**src/rtl/sync_fifo_param_if.sv**
```systemverilog
// sync_fifo_param_if: write/read handshake bundle between a producer/consumer (master) and sync_fifo_param (slave)
interface sync_fifo_param_if #(
  parameter int WIDTH     = 8,
  parameter int PTR_WIDTH = 4
);
  logic                 wr_en_i;
  logic [WIDTH-1:0]     wdata_i;
  logic                 full_o;
  logic                 almost_full_o;
  logic                 wr_error_o;
  logic                 rd_en_i;
  logic [WIDTH-1:0]     r_data_o;
  logic                 rd_valid_o;
  logic                 empty_o;
  logic                 almost_empty_o;
  logic                 rd_error_o;
  logic [PTR_WIDTH:0]   count_o;
  modport master (
    output wr_en_i, wdata_i, rd_en_i,
    input  full_o, almost_full_o, wr_error_o, r_data_o, rd_valid_o,
           empty_o, almost_empty_o, rd_error_o, count_o
  );
  modport slave (
    input  wr_en_i, wdata_i, rd_en_i,
    output full_o, almost_full_o, wr_error_o, r_data_o, rd_valid_o,
           empty_o, almost_empty_o, rd_error_o, count_o
  );
endinterface

```
**src/rtl/sync_fifo_param.sv**
```systemverilog
// sync_fifo_param: single-clock FIFO with occupancy count, threshold flags and error pulses.
// Define SYNC_FIFO_FWFT_EN for first-word fall-through reads; default is one-cycle registered reads.
module sync_fifo_param #(
  parameter int WIDTH     = 8,
  parameter int PTR_WIDTH = 4,
  parameter int DEPTH     = 16,
  parameter int AF_THRESH = 12,
  parameter int AE_THRESH = 2
) (
  input logic               clk_i,
  input logic               rst_n_i,
  sync_fifo_param_if.slave  bus
);
  localparam int CW = PTR_WIDTH + 1;
  localparam logic [CW-1:0] FULL_C = CW'(DEPTH);
  localparam logic [CW-1:0] AF_C   = CW'(AF_THRESH);
  localparam logic [CW-1:0] AE_C   = CW'(AE_THRESH);
  localparam logic [CW-1:0] C_ONE  = CW'(1);
  localparam logic [PTR_WIDTH-1:0] P_ONE = PTR_WIDTH'(1);
  logic [WIDTH-1:0]     mem [DEPTH];
  logic [PTR_WIDTH-1:0] wr_ptr, rd_ptr;
  logic [CW-1:0]        cnt_nxt;
  logic                 rd_acc, wr_acc;
  // a read on a full FIFO frees the slot the simultaneous write lands in
  always_comb begin
    rd_acc  = bus.rd_en_i & ~bus.empty_o;
    wr_acc  = bus.wr_en_i & (~bus.full_o | rd_acc);
    cnt_nxt = (wr_acc & ~rd_acc) ? bus.count_o + C_ONE :
              (rd_acc & ~wr_acc) ? bus.count_o - C_ONE : bus.count_o;
  end
  always_ff @(posedge clk_i)
    if (rst_n_i && wr_acc) mem[wr_ptr] <= bus.wdata_i;
  // flags are computed from the next count so they align with count_o
  always_ff @(posedge clk_i)
    if (!rst_n_i) begin
      wr_ptr             <= '0;
      rd_ptr             <= '0;
      bus.count_o        <= '0;
      bus.empty_o        <= 1'b1;
      bus.almost_empty_o <= 1'b1;
      bus.full_o         <= 1'b0;
      bus.almost_full_o  <= 1'b0;
      bus.wr_error_o     <= 1'b0;
      bus.rd_error_o     <= 1'b0;
    end else begin
      wr_ptr             <= wr_acc ? wr_ptr + P_ONE : wr_ptr;
      rd_ptr             <= rd_acc ? rd_ptr + P_ONE : rd_ptr;
      bus.count_o        <= cnt_nxt;
      bus.empty_o        <= cnt_nxt == '0;
      bus.almost_empty_o <= cnt_nxt <= AE_C;
      bus.full_o         <= cnt_nxt == FULL_C;
      bus.almost_full_o  <= cnt_nxt >= AF_C;
      bus.wr_error_o     <= bus.wr_en_i & ~wr_acc;
      bus.rd_error_o     <= bus.rd_en_i & ~rd_acc;
    end
`ifdef SYNC_FIFO_FWFT_EN
  assign bus.r_data_o   = mem[rd_ptr];
  assign bus.rd_valid_o = ~bus.empty_o;
`else
  always_ff @(posedge clk_i)
    if (!rst_n_i) begin
      bus.r_data_o   <= '0;
      bus.rd_valid_o <= 1'b0;
    end else begin
      bus.r_data_o   <= rd_acc ? mem[rd_ptr] : bus.r_data_o;
      bus.rd_valid_o <= rd_acc;
    end
`endif
endmodule

```
**src/flat_wrapper.sv**
```systemverilog
// flat-port wrapper written by rule: the top's interface ports become plain ports
module sync_fifo_param_flat 
#(
  parameter int WIDTH     = 8,
  parameter int PTR_WIDTH = 4,
  parameter int DEPTH     = 16,
  parameter int AF_THRESH = 12,
  parameter int AE_THRESH = 2
)
  (clk_i, rst_n_i, bus_wr_en_i, bus_wdata_i, bus_rd_en_i, bus_full_o, bus_almost_full_o, bus_wr_error_o, bus_r_data_o, bus_rd_valid_o, bus_empty_o, bus_almost_empty_o, bus_rd_error_o, bus_count_o);
  sync_fifo_param_if #(.WIDTH(WIDTH), .PTR_WIDTH(PTR_WIDTH)) bus_i ();
  input logic clk_i;
  input logic rst_n_i;
  input wire logic [$bits(bus_i.wr_en_i)-1:0] bus_wr_en_i;
  input wire logic [$bits(bus_i.wdata_i)-1:0] bus_wdata_i;
  input wire logic [$bits(bus_i.rd_en_i)-1:0] bus_rd_en_i;
  output wire logic [$bits(bus_i.full_o)-1:0] bus_full_o;
  output wire logic [$bits(bus_i.almost_full_o)-1:0] bus_almost_full_o;
  output wire logic [$bits(bus_i.wr_error_o)-1:0] bus_wr_error_o;
  output wire logic [$bits(bus_i.r_data_o)-1:0] bus_r_data_o;
  output wire logic [$bits(bus_i.rd_valid_o)-1:0] bus_rd_valid_o;
  output wire logic [$bits(bus_i.empty_o)-1:0] bus_empty_o;
  output wire logic [$bits(bus_i.almost_empty_o)-1:0] bus_almost_empty_o;
  output wire logic [$bits(bus_i.rd_error_o)-1:0] bus_rd_error_o;
  output wire logic [$bits(bus_i.count_o)-1:0] bus_count_o;
  assign bus_i.wr_en_i = bus_wr_en_i;
  assign bus_i.wdata_i = bus_wdata_i;
  assign bus_i.rd_en_i = bus_rd_en_i;
  assign bus_full_o = bus_i.full_o;
  assign bus_almost_full_o = bus_i.almost_full_o;
  assign bus_wr_error_o = bus_i.wr_error_o;
  assign bus_r_data_o = bus_i.r_data_o;
  assign bus_rd_valid_o = bus_i.rd_valid_o;
  assign bus_empty_o = bus_i.empty_o;
  assign bus_almost_empty_o = bus_i.almost_empty_o;
  assign bus_rd_error_o = bus_i.rd_error_o;
  assign bus_count_o = bus_i.count_o;
  sync_fifo_param #(.WIDTH(WIDTH), .PTR_WIDTH(PTR_WIDTH), .DEPTH(DEPTH), .AF_THRESH(AF_THRESH), .AE_THRESH(AE_THRESH)) u_core (.clk_i(clk_i), .rst_n_i(rst_n_i), .bus(bus_i));
endmodule
```
**config.mk**
```make
export PLATFORM = sky130hd
export DESIGN_NAME = sync_fifo_param_flat
export DESIGN_NICKNAME = d
export VERILOG_FILES = /design/src/rtl/sync_fifo_param_if.sv /design/src/rtl/sync_fifo_param.sv /design/src/flat_wrapper.sv
export SDC_FILE = /design/constraint.sdc
export NUM_CORES = 1
export LEC_CHECK = 0
export CELL_PAD_IN_SITES_DETAIL_PLACEMENT = 1
export CELL_PAD_IN_SITES_GLOBAL_PLACEMENT = 1
export CORE_MARGIN = 3
export CORE_UTILIZATION = 51
export CTS_CLUSTER_SIZE = 14
export DETAILED_ROUTE_END_ITERATION = 8
export PLACE_DENSITY = 0.83
export SLEW_MARGIN = 5
export SYNTH_ARGS = -nofsm -noshare
export SYNTH_HDL_FRONTEND = slang
export SYNTH_SLANG_ARGS = --single-unit
```
**constraint.sdc**
```tcl
create_clock -name clk_i -period 2.4 [get_ports clk_i]
set_input_delay 0.36 -clock clk_i [delete_from_list [all_inputs] [get_ports clk_i]]
set_output_delay 0.36 -clock clk_i [all_outputs]
set_load 0.01 [all_outputs]
```
==> impl_metrics.tcl <==
set metrics [dict create \
    reg2reg_depth 6 \
    synth_seq_cells 156 \
    tightest_slew_ps 743 \
    cts_setup_buffers 0 \
    antenna_found_initial 0 \
    synth_cells 356 \
    wl_um 14800 \
    hpwl_um 9560 \
    via_per_inst 6.06 \
    ir_worst_vdd_mv 0.533 \
    syn-mean-instance-area_um2 17.2 \
    synth_warnings 0 \
    dieArea_um2 13300 \
    finClkSkew_ps 11.8 \
    grt_max_degree 36 \
    maxCapViolations 0 \
    finalInstanceArea_um2 7340 \
    grt_overflow 0 \
    grt_pass1_vias 3768 \
    synth.area.top_cells "edfxtp_1 (63%), mux4_2 (12%), dfxtp_1 (9.2%)" \
    relSlewSlack 0.504 \
    leakagePower_nw 2.43 \
    setup_viol 0 \
    yosys.area.top_type "edfxtp_1" \
    numCtsBuffers 17 \
    synth_common_cells "edfxtp_1 (128), mux4_2 (32), dfxtp_1 (28), nor2_1 (28), a21oi_1 (22)" \
    first_iter_violations 319 \
    fin_crit_sh 0.873 \
    fmax_mhz 477 \
    io_buffers 31 \
    cts_tree "built" \
    synth_edf_count 128 \
    drv_slew 0 \
    dp_cells 536 \
    synthArstFlopShare 0 \
    clk_pin_slew_ps 60 \
    seq_area_um2 4410 \
    synthFlopType "edfxtp_1" \
    area_delta_synth_final_pct 20.0 \
    route.detailed.wl_per_inst_um 26.1 \
    vias 3442 \
    finalPower_w 0.00679 \
    fin_crit_ps 2090 \
    rsz0062_at_grt "no" \
    synth_nets 375 \
    ios 32 \
    drc 0 \
    holdPathStages 2 \
    cts_root_buf "clkbuf_16" \
    critPathMaxFanout 5 \
    yosysSeqAreaShare 0.720 \
    layout-drive-gt1-share 0.216 \
    fin_nets 431 \
    cts_resized 0 \
    grt_pass1_wl_um 22800 \
    ant_nets 0 \
    crit_path_start_kind "input port" \
    ctsHoldBuffers 0 \
    insertion_delay_ps 430 \
    place_area_um2 6730 \
    worst-setup-path-type "input port to register" \
    rows 39 \
    hold_viol_final 0 \
    start_util 0.529 \
    critPathCaptureType "register" \
    n_fill_cell 1003 \
    crit_required_ps 2700 \
    antenna_cells 0 \
    dr.pass1.iters 4 \
    hp-class "register to register" \
    gp_congestion 0.822 \
    clock_path_buffers 2 \
    multiInputGateArea_um2 1600 \
    status "complete, no violations" \
    whs_ps 501 \
    cts_max_level 4 \
    synth_cell_types 41 \
    power.density_nw_per_um2 925 \
    die_h_um 116 \
    netlist.area_leader.share 0.628 \
    coreArea_um2 11600 \
    syn_area_um2 6120 \
    synth_most_common_cell "edfxtp_1" \
    die_x_um 116 \
    critPathArrivalTime_ps 2400 \
    track_usage 0.243 \
    cts.sinks 156 \
    finalNonFillerCells 568 \
]
flip-flops by register name (all words and copies together) (netlist names):
| register | flops |
|---|---|
| u_core.mem | 128 |
| u_core.bus.r_data_o | 8 |
| u_core.bus.count_o | 5 |
| u_core.rd_ptr | 4 |
| u_core.wr_ptr | 4 |
| u_core.bus.almost_empty_o | 1 |
| u_core.bus.almost_full_o | 1 |
| u_core.bus.empty_o | 1 |
| u_core.bus.full_o | 1 |
| u_core.bus.rd_error_o | 1 |
| u_core.bus.rd_valid_o | 1 |
| u_core.bus.wr_error_o | 1 |
kinds of logic (layout without fill, tap and decap cells):
logic type | count (synthesis) | after routing | share of synthesized area
compound gates | 50 | 50 | 0.0530
mux | 33 | 33 | 0.120
xor+xnor | 8 | 8 | 0.0115
buf+inv | 25 | 94 | 0.0178
simple gates | 77 | 77 | 0.0634
fa+ha+maj | 7 | 7 | 0.0143
flops | 156 | 156 | 0.720
cell usage in the layout, fill, tap and decap left out, types with 2 or more instances in the layout:
cell,n
buf_12,2
ha_1,7
edfxtp_1,128
xnor2_1,5
clkinv_1,4
a21oi_1,22
nor2_1,28
nor2b_1,4
clkdlybuf4s50_1,31
inv_1,5
mux4_2,32
and3_1,2
clkbuf_16,17
bufinv_16,4
dfxtp_1,27
nor3_1,6
a22oi_1,16
buf_4,23
nand3_1,4
o21ai_0,4
clkinvlp_4,2
nand2b_1,4
or3_1,2
xor2_1,3
and2_1,3
clkinv_2,4
nand2_1,17
routing by layer:
layer | global-route usage | vias up | wire [um]
met5 | 0 | - | 0
met4 | 0.113 | 0 | 395
met3 | 0.0517 | 30 | 761
met2 | 0.410 | 123 | 7830
met1 | 0.300 | 1784 | 5820
li1 | - | 1505 | -
worst max-delay path, stage by stage:
cell and delay (ps):
clkdlybuf4s50_1 530, or3b_4 440, nor4_1 310, o21ai_0 190, a21o_1 230, a221oi_1 330
stage by stage:
stage               worst slack [ps]   util  setup TNS (ps)
global placement                 189  0.582               0
global route                     233  0.635               0
finish                           306  0.635               0
detailed placement             -61.0  0.582           -61.0
floorplan                        273      -               0
CTS                              334  0.635               0
worst paths after layout:
kind | start | endpoint | slack (ps)
worst max-delay path | bus_rd_en_i | u_core.bus.almost_empty_o$_SDFF_PN1_ | 310
worst min-delay path | u_core.bus.r_data_o[5]$_SDFFE_PN0P_ | u_core.bus.r_data_o[5]$_SDFFE_PN0P_ | 500
worst max register to register | u_core.rd_ptr[0]$_SDFFE_PN0P_ | u_core.bus.r_data_o[4]$_SDFFE_PN0P_ | 370
worst min register to register | u_core.bus.r_data_o[5]$_SDFFE_PN0P_ | u_core.bus.r_data_o[5]$_SDFFE_PN0P_ | 500
cell type report:
cell class,count,share of cell area
Clock buffer,18,0.0585
Inverter,6,0.00307
Sequential cell,156,0.600
Multi-Input combinational cell,175,0.219
Clock inverter,14,0.0239
Timing Repair Buffer,56,0.0713
Tap cell,143,0.0244
report_power, final:
part	switching, W	leakage, nW	internal (W)
clock	0.00104	0.292	0.00172
combinational	0.000477	0.755	0.000447
sequential	0.0000876	1.38	0.00302
total	0.00161	2.43	0.00519
Power figures use the tool's default switching activity.
